==> src/rtl/bitfusion_pkg.sv <==
// Shared BitFusion definitions: input-bitwidth encodings, weight-fetch
// sequencer state enum and the bitwidth -> last-phase helper.
package bitfusion_pkg;

  localparam logic [1:0] BW_8B = 2'b00;
  localparam logic [1:0] BW_4B = 2'b01;
  localparam logic [1:0] BW_2B = 2'b10;

  typedef enum logic [1:0] {
    ST_IDLE   = 2'd0,
    ST_FETCH  = 2'd1,
    ST_STREAM = 2'd2,
    ST_DONE   = 2'd3
  } wfs_state_e;

  // Index of the last mux phase for a word; 2'b11 is treated as 2-bit mode.
  function automatic logic [1:0] last_phase(input logic [1:0] bw);
    case (bw)
      BW_8B:   return 2'd0;
      BW_4B:   return 2'd1;
      BW_2B:   return 2'd3;
      default: return 2'd3;
    endcase
  endfunction

endpackage

==> src/rtl/weight_fetch_sequencer.sv <==
// Weight fetch sequencer: reads num_words 32-bit words from the weight
// buffer starting at BASE_ADDR and presents each word to the weight mux
// for 1/2/4 phases depending on the latched input bitwidth.
// Ports:
//   clk, reset_n                  clock, async active-low reset
//   start, num_words,
//   input_bitwidth                run launch (sampled only in IDLE)
//   buf_rd_req/addr/valid/data    weight-buffer read interface
//   word_q, phase, bw_q           weight mux selection
//   out_valid, out_ready          selection handshake with the PE array
//   busy, done                    run status / end-of-run pulse
//   stall_cnt                     only with WFS_STALL_CNT_EN defined:
//                                 saturating count of out_valid && !out_ready
module weight_fetch_sequencer
  import bitfusion_pkg::*;
#(
  parameter int unsigned ADDR_W    = 10,
  parameter int unsigned BASE_ADDR = 0
) (
  input  logic              clk,
  input  logic              reset_n,
  input  logic              start,
  input  logic [ADDR_W-1:0] num_words,
  input  logic [1:0]        input_bitwidth,
  output logic              buf_rd_req,
  output logic [ADDR_W-1:0] buf_rd_addr,
  input  logic              buf_rd_valid,
  input  logic [31:0]       buf_rd_data,
  output logic [31:0]       word_q,
  output logic [1:0]        phase,
  output logic [1:0]        bw_q,
  output logic              out_valid,
  input  logic              out_ready,
`ifdef WFS_STALL_CNT_EN
  output logic [31:0]       stall_cnt,
`endif
  output logic              busy,
  output logic              done
);

  wfs_state_e        r_state;
  logic [ADDR_W-1:0] r_num_words;
  logic [ADDR_W-1:0] r_count;
  logic [ADDR_W-1:0] r_addr;
  logic [31:0]       r_word;
  logic [1:0]        r_phase;
  logic [1:0]        r_bw;
  logic              r_rd_req;
  logic              r_out_valid;
  logic              r_busy;
  logic              r_done;

  logic [1:0]        w_last_phase;
  logic [ADDR_W-1:0] w_count_nxt;

  assign w_last_phase = last_phase(r_bw);
  assign w_count_nxt  = r_count + ADDR_W'(1);

  // Sequencer FSM with registered outputs
  always_ff @(posedge clk or negedge reset_n) begin
    if (!reset_n) begin
      r_state     <= ST_IDLE;
      r_num_words <= '0;
      r_count     <= '0;
      r_addr      <= '0;
      r_word      <= '0;
      r_phase     <= '0;
      r_bw        <= '0;
      r_rd_req    <= 1'b0;
      r_out_valid <= 1'b0;
      r_busy      <= 1'b0;
      r_done      <= 1'b0;
    end else begin
      case (r_state)
        ST_IDLE: begin
          if (start) begin
            r_num_words <= num_words;
            r_bw        <= input_bitwidth;
            r_addr      <= ADDR_W'(BASE_ADDR);
            r_count     <= '0;
            r_phase     <= '0;
            r_busy      <= 1'b1;
            if (num_words != '0) begin
              r_state  <= ST_FETCH;
              r_rd_req <= 1'b1;
            end else begin
              r_state <= ST_DONE;
              r_done  <= 1'b1;
            end
          end
        end
        ST_FETCH: begin
          if (buf_rd_valid) begin
            r_word      <= buf_rd_data;
            r_phase     <= '0;
            r_rd_req    <= 1'b0;
            r_out_valid <= 1'b1;
            r_state     <= ST_STREAM;
          end
        end
        ST_STREAM: begin
          if (out_ready) begin
            if (r_phase == w_last_phase) begin
              // Word fully consumed: either finish or fetch the next one
              r_phase     <= '0;
              r_count     <= w_count_nxt;
              r_out_valid <= 1'b0;
              if (w_count_nxt == r_num_words) begin
                r_state <= ST_DONE;
                r_done  <= 1'b1;
              end else begin
                r_addr   <= r_addr + ADDR_W'(1);
                r_rd_req <= 1'b1;
                r_state  <= ST_FETCH;
              end
            end else begin
              r_phase <= r_phase + 2'd1;
            end
          end
        end
        ST_DONE: begin
          r_done  <= 1'b0;
          r_busy  <= 1'b0;
          r_state <= ST_IDLE;
        end
        default: r_state <= ST_IDLE;
      endcase
    end
  end

`ifdef WFS_STALL_CNT_EN
  logic [31:0] r_stall_cnt;

  // Saturating back-pressure counter, restarted by each accepted start
  always_ff @(posedge clk or negedge reset_n) begin
    if (!reset_n) begin
      r_stall_cnt <= '0;
    end else if ((r_state == ST_IDLE) && start) begin
      r_stall_cnt <= '0;
    end else if (r_out_valid && !out_ready && (r_stall_cnt != '1)) begin
      r_stall_cnt <= r_stall_cnt + 32'd1;
    end
  end

  assign stall_cnt = r_stall_cnt;
`endif

  assign buf_rd_req  = r_rd_req;
  assign buf_rd_addr = r_addr;
  assign word_q      = r_word;
  assign phase       = r_phase;
  assign bw_q        = r_bw;
  assign out_valid   = r_out_valid;
  assign busy        = r_busy;
  assign done        = r_done;

endmodule

==> config.mk <==
export PLATFORM = sky130hd
export DESIGN_NAME = weight_fetch_sequencer
export DESIGN_NICKNAME = d
export VERILOG_FILES = /design/src/rtl/bitfusion_pkg.sv /design/src/rtl/weight_fetch_sequencer.sv
export SDC_FILE = /design/constraint.sdc
export NUM_CORES = 1
export LEC_CHECK = 0
export ABC_AREA = 1
export CELL_PAD_IN_SITES_DETAIL_PLACEMENT = 1
export CELL_PAD_IN_SITES_GLOBAL_PLACEMENT = 1
export CORE_MARGIN = 2
export CORE_UTILIZATION = 35
export CTS_BUF_LIST = sky130_fd_sc_hd__clkbuf_8 sky130_fd_sc_hd__clkbuf_16
export CTS_CLUSTER_DIAMETER = 80
export DETAILED_ROUTE_END_ITERATION = 10
export PLACE_DENSITY = 0.88
export SLEW_MARGIN = 30
export SYNTH_ARGS = -nofsm -noshare
export SYNTH_HDL_FRONTEND = slang
export SYNTH_SLANG_ARGS = --single-unit
==> constraint.sdc <==
create_clock -name clk -period 2.1 [get_ports clk]
set_input_delay 0.315 -clock clk [delete_from_list [all_inputs] [get_ports clk]]
set_output_delay 0.315 -clock clk [all_outputs]
set_load 0.02 [all_outputs]
==> impl_metrics.py <==
metrics = {
    "worst_setup_path": {
        "r2r_setup_slack_ns": -0.05,
        "path_cells": "nand2_2 > nor2_4 > nand2_2 > nand2_2 > nand2_2 > nand2_2 > nand2_2 > nor3_4 > nand2_1 > nand2_1 > nand2_1 > nand2_1 > nand2_1",
        "path_common_cell": "nand2_2",
        "path_class": "reg -> reg",
        "cp.required_ns": 2.36,
        "endpoint_kind": "register",
        "critPathMaxFanout": 5,
        "arrival_ns": 2.42,
        "r2r-end": "done$_DFFE_PN0P_",
        "ff2ff_path_depth": 13,
        "crit_slowest_cell": "dfrtp_1",
        "slowest_delay_ns": 0.56,
        "r2r_start": "r_count[2]$_DFFE_PN0P_",
        "path_buf_inv": 0,
        "crit_path_start_kind": "register",
        "crit_family": "simple AND/OR/NAND/NOR gates",
    },
    "hold_path": {
        "hold_path_class": "in -> async",
    },
    "floorplanning": {
        "initial_core_util": 0.357,
        "dieArea_um2": 10700,
        "die_h_um": 103,
        "io_pins": 99,
        "fp-row-count": 36,
        "fp.dieW_um": 103,
        "core_um2": 9680,
    },
    "global_route": {
        "antenna_found_initial": 0,
        "grt_first_pass_wirelength_mm": 19.5,
        "grt_max_degree": 73,
        "first_global_vias": 3613,
        "grt_use_total": 0.248,
        "grt-ovfl-total": 0,
    },
    "final_layout": {
        "drive_gt1_frac": 0.216,
        "fin_util": 0.534,
        "fillers": 1059,
        "nNetsFinal": 557,
        "syn2layout_area_growth_pct": 49.8,
        "multiInputGateArea_um2": 1610,
        "ff_latch_area_um2": 1800,
        "antenna_cells": 0,
    },
    "cts": {
        "cts.sinks": 72,
        "cts-root-buf": "clkbuf_8",
        "h-tree-depth": 3,
        "cts_buffers": 9,
        "clockBufferDepth": 2,
        "cts_tree": "yes",
        "insertion_delay_ns": 0.37,
        "clk_pin_slew_ns": 0.09,
    },
    "detailed_routing": {
        "drt-initial-drc-count": 127,
        "dr.pass1.iters": 4,
        "drcViolationCount": 0,
        "viasPerCell": 5.20,
        "wire_per_inst_um": 21.4,
        "antenna_left": 0,
        "vias": 3317,
        "wl_mm": 13.7,
    },
    "logic_synthesis": {
        "mappedNetlistArea_um2": 3450,
        "syn-num-nets": 435,
        "synthTopCellsByArea": "dfrtp_1 (52%), nand2_1 (12%), mux2_2 (10%)",
        "yosys.area.top_type": "dfrtp_1",
        "syn_avg_cell_area_um2": 9.11,
        "ys_ff_latch": 72,
        "synth_top_area_share": 0.522,
        "yosysSeqAreaShare": 0.522,
        "yosys_warnings": 0,
        "synth.distinct_cells": 27,
        "syn-instance-count": 379,
    },
    "status": {
        "violations": "setup timing",
        "status": "finished, violations left",
    },
    "placed_design": {
        "pre_cts_ws_ns": -0.0612,
        "place_congestion": 0.846,
        "portBuffers": 98,
        "post-dp-hpwl_mm": 8.30,
    },
    "timing": {
        "timing.fmax_mhz": 464,
        "timing.final.crit_share": 1.03,
        "min_period_ns": 2.15,
        "hold_ws_ns": 0.484,
        "setup_viol": 3,
        "maxSlewHeadroom": 0.670,
        "fin_ws_ns": -0.0539,
        "report.final.slew_viol_count": 0,
        "hold_violations": 0,
        "max_slew.worst_pin.slew_ns": 0.494,
        "skew_ns": 0.0157,
    },
    "power_and_ir_drop": {
        "leakage_nw": 2.33,
        "power.total_w": 0.00776,
        "powerDensity_nw_per_um2": 1500,
        "ir_drop_v": 0.000924,
    },
    "flow_run": {
        "drv_cap": 0,
    },
}
-- flip-flops by register name, summed over array words and instances, names as in the netlist --
register and flops:
r_state 2, phase 2, buf_rd_addr 10, busy 1
word_q 32, done 1, r_count 10, buf_rd_req 1
out_valid 1, bw_q 2, r_num_words 10
-- synth_stat cells (all sizes together) --
| master | n |
|---|---|
| clkbuf | 2 |
| a32o | 1 |
| xnor2 | 3 |
| dfrtp | 72 |
| or2 | 1 |
| a21oi | 2 |
| nand3 | 25 |
| buf | 7 |
| nand4 | 8 |
| o21ai | 13 |
| xor2 | 7 |
| o22ai | 9 |
| inv | 41 |
| nor3b | 4 |
| nor4 | 1 |
| nand3b | 2 |
| nand2 | 107 |
| ha | 7 |
| nor3 | 4 |
| nor2 | 31 |
| mux2 | 32 |
-- logic make-up (layout without fill, tap and decap cells) --
logic type	count (synthesis)	in the layout	synth area share
multiplexers	32	32	0.104
adder cells (fa/ha/maj)	7	7	0.0254
AO/OA/AOI/OAI	25	25	0.0409
AND/OR/NAND/NOR	183	183	0.226
flip-flops	72	72	0.522
buffers and inverters	50	176	0.0565
XOR/XNOR	10	10	0.0254
-- per-stage QoR --
step | setup TNS, ns | cells | instance area, µm²
after floorplan | 0 | 379 | 3450
after global placement | 0 | 614 | 4690
after detailed placement | -0.357 | 614 | 4690
after CTS | -0.00827 | 632 | 4970
after global routing | -1.67 | 638 | 5170
final | -0.0855 | 638 | 5170
-- how the worst max path moves through the flow --
stage                                start                    endpoint  slack, ns  cells after the start
global placement              num_words[1]            done$_DFFE_PN0P_       0.05                      7
floorplan           r_state[0]$_DFFE_PN0P_  buf_rd_addr[5]$_DFFE_PN0P_       0.18                     13
global route        r_count[2]$_DFFE_PN0P_            done$_DFFE_PN0P_      -0.19                     13
finish              r_count[2]$_DFFE_PN0P_            done$_DFFE_PN0P_      -0.05                     13
detailed placement  r_count[0]$_DFFE_PN0P_  buf_rd_addr[9]$_DFFE_PN0P_      -0.06                     11
CTS                 r_state[0]$_DFFE_PN0P_  buf_rd_addr[8]$_DFFE_PN0P_     -0.008                     12
-- cell type report --
| cell class | instances | area share |
|---|---|---|
| inverters | 41 | 0.0297 |
| multi-input cells | 257 | 0.311 |
| well taps | 133 | 0.0322 |
| clock buffers | 9 | 0.0239 |
| repair buffers | 120 | 0.234 |
| flip-flops and latches | 72 | 0.348 |
| clock inverters | 6 | 0.0210 |
-- layer usage --
layer  GRT usage  up-vias  wire, µm
li1            -     1468         -
met1       0.271     1687      4980
met2       0.449      131      7460
met3      0.0685       31       890
met4       0.106        0       342
met5           0        -         0
-- report_power, final --
| group | internal (W) | switching [W] | total, W |
|---|---|---|---|
| clock | 0.000781 | 0.000580 | 0.00136 |
| combinational | 0.00180 | 0.00222 | 0.00402 |
| sequential | 0.00192 | 0.000452 | 0.00238 |
-- placed cells by master, fill, tap and decap left out, types with 2 or more instances in the layout --
cell type	Yosys	layout
o21ai_0	13	13
bufinv_16	0	3
xnor2_1	3	3
nor2_4	0	4
dfrtp_1	72	71
nand2_2	1	16
mux2_2	32	32
buf_6	0	3
o22ai_1	9	9
nand2_1	106	89
buf_4	1	14
buf_12	0	3
a21oi_1	2	2
ha_1	7	6
inv_1	40	37
clkinv_2	0	2
nand4_1	8	8
xor2_1	7	6
inv_2	1	4
clkbuf_8	0	9
nand3_1	25	21
clkdlybuf4s50_1	0	97
nand3_2	0	3
nor3b_1	4	4
nand3b_1	2	2
nor2_2	1	5
nor2_1	30	22
nand2_4	0	2
nor3_1	3	2
-- worst register-to-register path, stage by stage (launching register included) --
cell and delay (ns):
dfrtp_1 0.56, nand2_2 0.12, nor2_4 0.19, nand2_2 0.07, nand2_2 0.09, nand2_2 0.08
nand2_2 0.07, nand2_2 0.06, nor3_4 0.29, nand2_1 0.18, nand2_1 0.14, nand2_1 0.06
nand2_1 0.08, nand2_1 0.05
-- what timing repair did --
action / 4_1_cts / 5_1_grt
endpoints found under the setup margin: 13 / 15
gates cloned: 0 / 1
hold endpoints to repair: 17 / 0
hold buffers: 1 / 0
pin swaps: 2 / 14
buffers inserted: 2 / 5
gates resized for setup: 7 / 41
Power figures use the tool's default switching activity.
